## config.mk

```make
export PLATFORM = sky130hd
export DESIGN_NAME = lcd_grid_fill
export DESIGN_NICKNAME = d
export VERILOG_FILES = /design/src/rtl/lcd_grid_fill.sv
export SDC_FILE = /design/constraint.sdc
export NUM_CORES = 1
export LEC_CHECK = 0
export ABC_AREA = 1
export BUFFER_PORTS_ARGS = -buffer_cell sky130_fd_sc_hd__clkbuf_2
export CORE_MARGIN = 3
export CORE_UTILIZATION = 50
export DETAILED_ROUTE_END_ITERATION = 7
export HOLD_SLACK_MARGIN = 0.02
export PLACE_DENSITY = 0.68
export SYNTH_ARGS = -nofsm -noshare
export SYNTH_HDL_FRONTEND = slang
export SYNTH_SLANG_ARGS = --single-unit
export TNS_END_PERCENT = 5
```

## constraint.sdc

```tcl
create_clock -name clk_i -period 3 [get_ports clk_i]
set_clock_uncertainty 0.1 [all_clocks]
set_input_delay 0.3 -clock clk_i [delete_from_list [all_inputs] [get_ports clk_i]]
set_output_delay 0.3 -clock clk_i [all_outputs]
set_load 0.01 [all_outputs]
```

## src/rtl/lcd_grid_fill.sv

```systemverilog
// lcd_grid_fill: paints a GRID_ROWS x GRID_COLS grid of solid cells on an
// SPI-attached LCD controller. For each cell it sends a column window (0x2A),
// a row window (0x2B), and a memory write (0x2C) followed by the cell's pixels.
// Each byte is handed to an external SPI master with a one-cycle start pulse.
// The next byte is formed only after the master acknowledges with spi_ready.
module lcd_grid_fill #(
    parameter int unsigned GRID_ROWS = 10,
    parameter int unsigned GRID_COLS = 10,
    parameter int unsigned CELL_W    = 10,
    parameter int unsigned CELL_H    = 10,
    parameter logic [15:0] X0        = 16'd0,
    parameter logic [15:0] Y0        = 16'd0,
    parameter int unsigned PIX_BYTES = 2
) (
    input  logic        clk_i,
    input  logic        rst_ni,
    input  logic        draw_en_i,
    input  logic        checker_i,
    input  logic [23:0] color_config_i,
    input  logic [23:0] color_alt_i,
    input  logic        abort_i,
    input  logic        spi_ready_i,
    output logic        spi_start_o,
    output logic [7:0]  spi_data_o,
    output logic        spi_dc_o,
    output logic        busy_o,
    output logic        done_o,
    output logic [7:0]  cell_row_o,
    output logic [7:0]  cell_col_o
);

    localparam logic [2:0] S_IDLE = 3'd0;
    localparam logic [2:0] S_LOAD = 3'd1;
    localparam logic [2:0] S_SEND = 3'd2;
    localparam logic [2:0] S_WAIT = 3'd3;
    localparam logic [2:0] S_ADV  = 3'd4;

    // Byte slots within a cell: 0..10 are the window/command header,
    // SEG_PIXEL covers every pixel byte of the cell.
    localparam logic [3:0] SEG_CASET = 4'd0;
    localparam logic [3:0] SEG_RASET = 4'd5;
    localparam logic [3:0] SEG_RAMWR = 4'd10;
    localparam logic [3:0] SEG_PIXEL = 4'd11;

    localparam logic [15:0] PIX_LAST = 16'(CELL_W * CELL_H - 1);
    localparam logic [1:0]  SUB_LAST = 2'(PIX_BYTES - 1);
    localparam logic [7:0]  ROW_LAST = 8'(GRID_ROWS - 1);
    localparam logic [7:0]  COL_LAST = 8'(GRID_COLS - 1);

    logic [2:0]  state_q, state_d;
    logic [7:0]  row_q, row_d;
    logic [7:0]  col_q, col_d;
    logic [3:0]  seg_q, seg_d;
    logic [15:0] pix_q, pix_d;
    logic [1:0]  sub_q, sub_d;
    logic        checker_q, checker_d;
    logic [23:0] color_q, color_d;
    logic [23:0] alt_q, alt_d;
    logic        abort_q, abort_d;
    logic [7:0]  data_q, data_d;
    logic        dc_q, dc_d;

    logic [15:0] xs, xe, ys, ye;
    logic [23:0] pix_color;
    logic [7:0]  byte_val;
    logic        byte_dc;
    logic        pix_last;
    logic        grid_last;
    logic        adv_exit;

    // Window coordinates of the current cell, wrapping in 16 bits.
    always_comb begin
        xs = X0 + 16'(col_q) * 16'(CELL_W);
        xe = xs + 16'(CELL_W - 1);
        ys = Y0 + 16'(row_q) * 16'(CELL_H);
        ye = ys + 16'(CELL_H - 1);
    end

    // Form the byte for the current slot and whether it is command or data.
    always_comb begin
        pix_color = (checker_q && (row_q[0] ^ col_q[0])) ? alt_q : color_q;
        byte_val  = 8'h00;
        byte_dc   = 1'b1;
        case (seg_q)
            SEG_CASET: begin byte_val = 8'h2A; byte_dc = 1'b0; end
            4'd1:      byte_val = xs[15:8];
            4'd2:      byte_val = xs[7:0];
            4'd3:      byte_val = xe[15:8];
            4'd4:      byte_val = xe[7:0];
            SEG_RASET: begin byte_val = 8'h2B; byte_dc = 1'b0; end
            4'd6:      byte_val = ys[15:8];
            4'd7:      byte_val = ys[7:0];
            4'd8:      byte_val = ye[15:8];
            4'd9:      byte_val = ye[7:0];
            SEG_RAMWR: begin byte_val = 8'h2C; byte_dc = 1'b0; end
            default: begin
                if (PIX_BYTES == 2) begin
                    if (sub_q == 2'd0) begin
                        byte_val = {pix_color[23:19], pix_color[15:13]};
                    end else begin
                        byte_val = {pix_color[12:10], pix_color[7:3]};
                    end
                end else begin
                    case (sub_q)
                        2'd0:    byte_val = pix_color[23:16];
                        2'd1:    byte_val = pix_color[15:8];
                        default: byte_val = pix_color[7:0];
                    endcase
                end
            end
        endcase
    end

    // End-of-cell / end-of-grid detection for the byte just acknowledged.
    always_comb begin
        pix_last  = (seg_q == SEG_PIXEL) && (sub_q == SUB_LAST) && (pix_q == PIX_LAST);
        grid_last = (row_q == ROW_LAST) && (col_q == COL_LAST);
        adv_exit  = (state_q == S_ADV) && (abort_q || (pix_last && grid_last));
    end

    // Sequencer: start acceptance, byte hand-off, and cell/pixel stepping.
    always_comb begin
        state_d   = state_q;
        row_d     = row_q;
        col_d     = col_q;
        seg_d     = seg_q;
        pix_d     = pix_q;
        sub_d     = sub_q;
        checker_d = checker_q;
        color_d   = color_q;
        alt_d     = alt_q;
        abort_d   = abort_q;
        data_d    = data_q;
        dc_d      = dc_q;
        case (state_q)
            S_IDLE: begin
                if (draw_en_i) begin
                    checker_d = checker_i;
                    color_d   = color_config_i;
                    alt_d     = color_alt_i;
                    abort_d   = 1'b0;
                    row_d     = 8'd0;
                    col_d     = 8'd0;
                    seg_d     = SEG_CASET;
                    pix_d     = 16'd0;
                    sub_d     = 2'd0;
                    state_d   = S_LOAD;
                end
            end
            S_LOAD: begin
                if (abort_i) begin
                    abort_d = 1'b1;
                    state_d = S_IDLE;
                end else begin
                    data_d  = byte_val;
                    dc_d    = byte_dc;
                    state_d = S_SEND;
                end
            end
            S_SEND: begin
                if (abort_i) begin
                    abort_d = 1'b1;
                end
                state_d = S_WAIT;
            end
            S_WAIT: begin
                if (abort_i) begin
                    abort_d = 1'b1;
                end
                if (spi_ready_i) begin
                    state_d = S_ADV;
                end
            end
            S_ADV: begin
                if (adv_exit) begin
                    state_d = S_IDLE;
                end else begin
                    state_d = S_LOAD;
                    if (seg_q != SEG_PIXEL) begin
                        seg_d = seg_q + 4'd1;
                    end else if (sub_q != SUB_LAST) begin
                        sub_d = sub_q + 2'd1;
                    end else begin
                        sub_d = 2'd0;
                        if (pix_q != PIX_LAST) begin
                            pix_d = pix_q + 16'd1;
                        end else begin
                            pix_d = 16'd0;
                            seg_d = SEG_CASET;
                            if (col_q == COL_LAST) begin
                                col_d = 8'd0;
                                row_d = row_q + 8'd1;
                            end else begin
                                col_d = col_q + 8'd1;
                            end
                        end
                    end
                end
            end
            default: state_d = S_IDLE;
        endcase
    end

    // State registers with asynchronous active-low clear.
    always_ff @(posedge clk_i or negedge rst_ni) begin
        if (!rst_ni) begin
            state_q   <= S_IDLE;
            row_q     <= 8'd0;
            col_q     <= 8'd0;
            seg_q     <= SEG_CASET;
            pix_q     <= 16'd0;
            sub_q     <= 2'd0;
            checker_q <= 1'b0;
            color_q   <= 24'd0;
            alt_q     <= 24'd0;
            abort_q   <= 1'b0;
            data_q    <= 8'd0;
            dc_q      <= 1'b0;
        end else begin
            state_q   <= state_d;
            row_q     <= row_d;
            col_q     <= col_d;
            seg_q     <= seg_d;
            pix_q     <= pix_d;
            sub_q     <= sub_d;
            checker_q <= checker_d;
            color_q   <= color_d;
            alt_q     <= alt_d;
            abort_q   <= abort_d;
            data_q    <= data_d;
            dc_q      <= dc_d;
        end
    end

    // Outputs derive only from registers; busy drops in the exiting ADV cycle.
    always_comb begin
        spi_start_o = (state_q == S_SEND);
        spi_data_o  = data_q;
        spi_dc_o    = dc_q;
        busy_o      = (state_q != S_IDLE) && !adv_exit;
        done_o      = (state_q == S_ADV) && !abort_q && pix_last && grid_last;
        cell_row_o  = row_q;
        cell_col_o  = col_q;
    end

endmodule

```

==> flow_metrics.env <==
export IMPL_status="finished clean"
export IMPL_min_period_ns=2.72
export IMPL_path_clk_slew_ns=0.07
export IMPL_mostFrequentLayoutCells="308 x nand2_1, 108 x nor2_1, 84 x dfrtp_1, 78 x inv_1, 67 x nand3_1"
export IMPL_ant_nets=0
export IMPL_worstPathArrival_ns=2.86
export IMPL_critPathLaunchType="register"
export IMPL_via_per_inst=5.24
export IMPL_yosys_warnings=0
export IMPL_yosys_register_bits=84
export IMPL_n_fill_cell=1199
export IMPL_relSlewSlack_pct=55.8
export IMPL_fin_crit_sh_pct=90.7
export IMPL_synth_area_mm2=0.00623
export IMPL_die_area_mm2=0.0138
export IMPL_crit_fanout=6
export IMPL_drt_first_pass_iters=5
export IMPL_tritoncts="yes"
export IMPL_antenna_found_initial=0
export IMPL_crit_type="register to register"
export IMPL_port_buffers=65
export IMPL_post_drt_wl_per_cell_um=13.7
export IMPL_gp_congestion=0.943
export IMPL_postSynthCellCount=906
export IMPL_drt_iter0_drc=488
export IMPL_rsz0062_at_grt="no"
export IMPL_track_usage_pct=23.7
export IMPL_grt_ovfl_total=0
export IMPL_grt_pass1_vias=5674
export IMPL_grt_pass1_wl_um=27300
export IMPL_syn2layout_area_growth_pct=13.3
export IMPL_clockRootBuffer="clkbuf_16"
export IMPL_antennaDiodeCount=0
export IMPL_power_density_mw_per_mm2=588
export IMPL_worst_pin_slew_ns=0.662
export IMPL_die_w_um=118
export IMPL_power_leakage_nw=3.71
export IMPL_hp_class="input port to register"
export IMPL_hold_viol=0
export IMPL_initial_core_util_pct=51.4
export IMPL_seq_area_frac_synth_pct=33.7
export IMPL_final_common_cell="nand2_1"
export IMPL_required_ns=3.14
export IMPL_slew_violations=0
export IMPL_hpwl_um=11600
export IMPL_drive_above_1_share_pct=14.7
export IMPL_io_pins=82
export IMPL_fin_nets=1067
export IMPL_grt_max_degree=46
export IMPL_setup_viol_count_final=0
export IMPL_h_tree_depth=3
export IMPL_maxCapViolCount=0
export IMPL_worst_skew_pair_late_latency_ns=0.34
export IMPL_synthesis_nets=997
export IMPL_die_h_um=118
export IMPL_post_cts_buffers=0
export IMPL_rows=40
export IMPL_num_vias=6011
export IMPL_cts_buffer_depth=2
export IMPL_setup_tns_ns=0
export IMPL_worstSetupEndpointType="register"
export IMPL_cts_sinks=84
export IMPL_cts_buffers=9
export IMPL_fmax_ghz=0.368
export IMPL_ys_types=48
export IMPL_wirelength_um=15800
export IMPL_fp_coreArea_mm2=0.0121
export IMPL_drc=0
export IMPL_ir_drop_v=0.000346
export IMPL_holdWs_ns=0.0503
export IMPL_syn_area_per_cell_um2=6.88
export IMPL_total_power_mw=4.15
## flip-flops by register name (all words and copies together) (netlist names)
| name | count |
|---|---|
| alt_q | 16 |
| color_q | 16 |
| pix_q | 16 |
| cell_col_o | 8 |
| cell_row_o | 8 |
| spi_data_o | 8 |
| seg_q | 4 |
| state_q | 3 |
| sub_q | 2 |
| abort_q | 1 |
| checker_q | 1 |
| spi_dc_o | 1 |
## cell type report
type                            instances  area [µm²]  area share (%)
Timing Repair Buffer                   80         455            6.45
Inverter                               91         344            4.87
Tap cell                              168         210            2.98
Multi-Input combinational cell        710        3680            52.1
Clock buffer                            9         225            3.19
Clock inverter                          6        45.0           0.638
Sequential cell                        84        2100            29.8
## cell families after synthesis
family	synth area share, %
XOR/XNOR	2.25
AO/OA/AOI/OAI	7.57
AND/OR/NAND/NOR	41.4
buffers and inverters	7.33
flip-flops	33.7
adder cells (fa/ha/maj)	7.67
## synthesized netlist by cell type (all sizes together)
cell type / n / area share [%]
a21boi: 1 / 0.12
a21oi: 17 / 1.4
a221o: 1 / 0.16
a22oi: 1 / 0.12
a31oi: 2 / 0.30
and2: 3 / 0.30
buf: 12 / 1.3
clkbuf: 9 / 0.54
dfrtp: 84 / 34
fa: 2 / 0.64
ha: 35 / 7.0
inv: 91 / 5.5
nand2: 315 / 19
nand3: 70 / 6.0
nand3b: 3 / 0.36
nand4: 42 / 4.6
nor2: 115 / 7.9
nor3: 18 / 1.6
nor3b: 1 / 0.12
nor4: 2 / 0.30
o21ai: 50 / 4.6
o221ai: 2 / 0.28
o22ai: 6 / 0.60
or2: 8 / 0.80
xnor2: 3 / 0.42
xor2: 13 / 1.8
## layer usage
metal / up-vias / share of wire (%) / GRT usage (%)
li1: 3090 / - / -
met1: 2727 / 50 / 35.0
met2: 164 / 43 / 34.7
met3: 30 / 4.8 / 4.23
met4: 0 / 2.6 / 8.72
met5: - / 0 / 0
## stage by stage
stage | instances | worst slack (ns) | utilization, % | area [µm²]
floorplan | 906 | 0.496 | - | 6230
global placement | 1132 | 0.202 | 55.9 | 6770
detailed placement | 1132 | 0.169 | 55.9 | 6770
CTS | 1148 | 0.145 | 58.2 | 7050
global route | 1148 | 0.0617 | 58.3 | 7060
finish | 1148 | 0.280 | 58.3 | 7060
## critical path, stage by stage, from the launching register on
cell and delay (ns):
dfrtp_1 0.45, ha_1 0.32, ha_1 0.24, fa_1 0.56, nand3_1 0.13, nor2_1 0.13
nand3_1 0.13, nor2_1 0.18, nand3_1 0.10, nand3_1 0.11, nand3_1 0.07, nand2_1 0.06
nand2_1 0.04
## power breakdown
part	leakage [nW]	total [mW]	internal [mW]	switching (mW)
sequential	1.11	1.62	1.43	0.186
clock	0.137	1.07	0.566	0.506
combinational	2.46	1.46	0.459	1.00
## path summary, 6_finish.rpt
kind | start | endpoint | slack (ns) | cells past startpoint
worst min register to register | alt_q[7]$_DFFE_PN0P_ | alt_q[7]$_DFFE_PN0P_ | 0.37 | 2
worst min-delay path | color_alt_i[11] | alt_q[11]$_DFFE_PN0P_ | 0.05 | 3
worst max-delay path | cell_row_o[1]$_DFFE_PN0P_ | spi_data_o[2]$_DFFE_PN0P_ | 0.28 | 12
max in group asynchronous | rst_ni | alt_q[4]$_DFFE_PN0P_ | 1.75 | 3
min in group asynchronous | rst_ni | cell_row_o[2]$_DFFE_PN0P_ | 0.41 | 2
worst max register to register | cell_row_o[1]$_DFFE_PN0P_ | spi_data_o[2]$_DFFE_PN0P_ | 0.28 | 12
## repair_timing
action	in CTS	in global routing
hold endpoints to repair	44	0
hold buffers	1	0
setup endpoints to repair	0	16
gates resized for setup	0	1
Power figures use the tool's default switching activity.
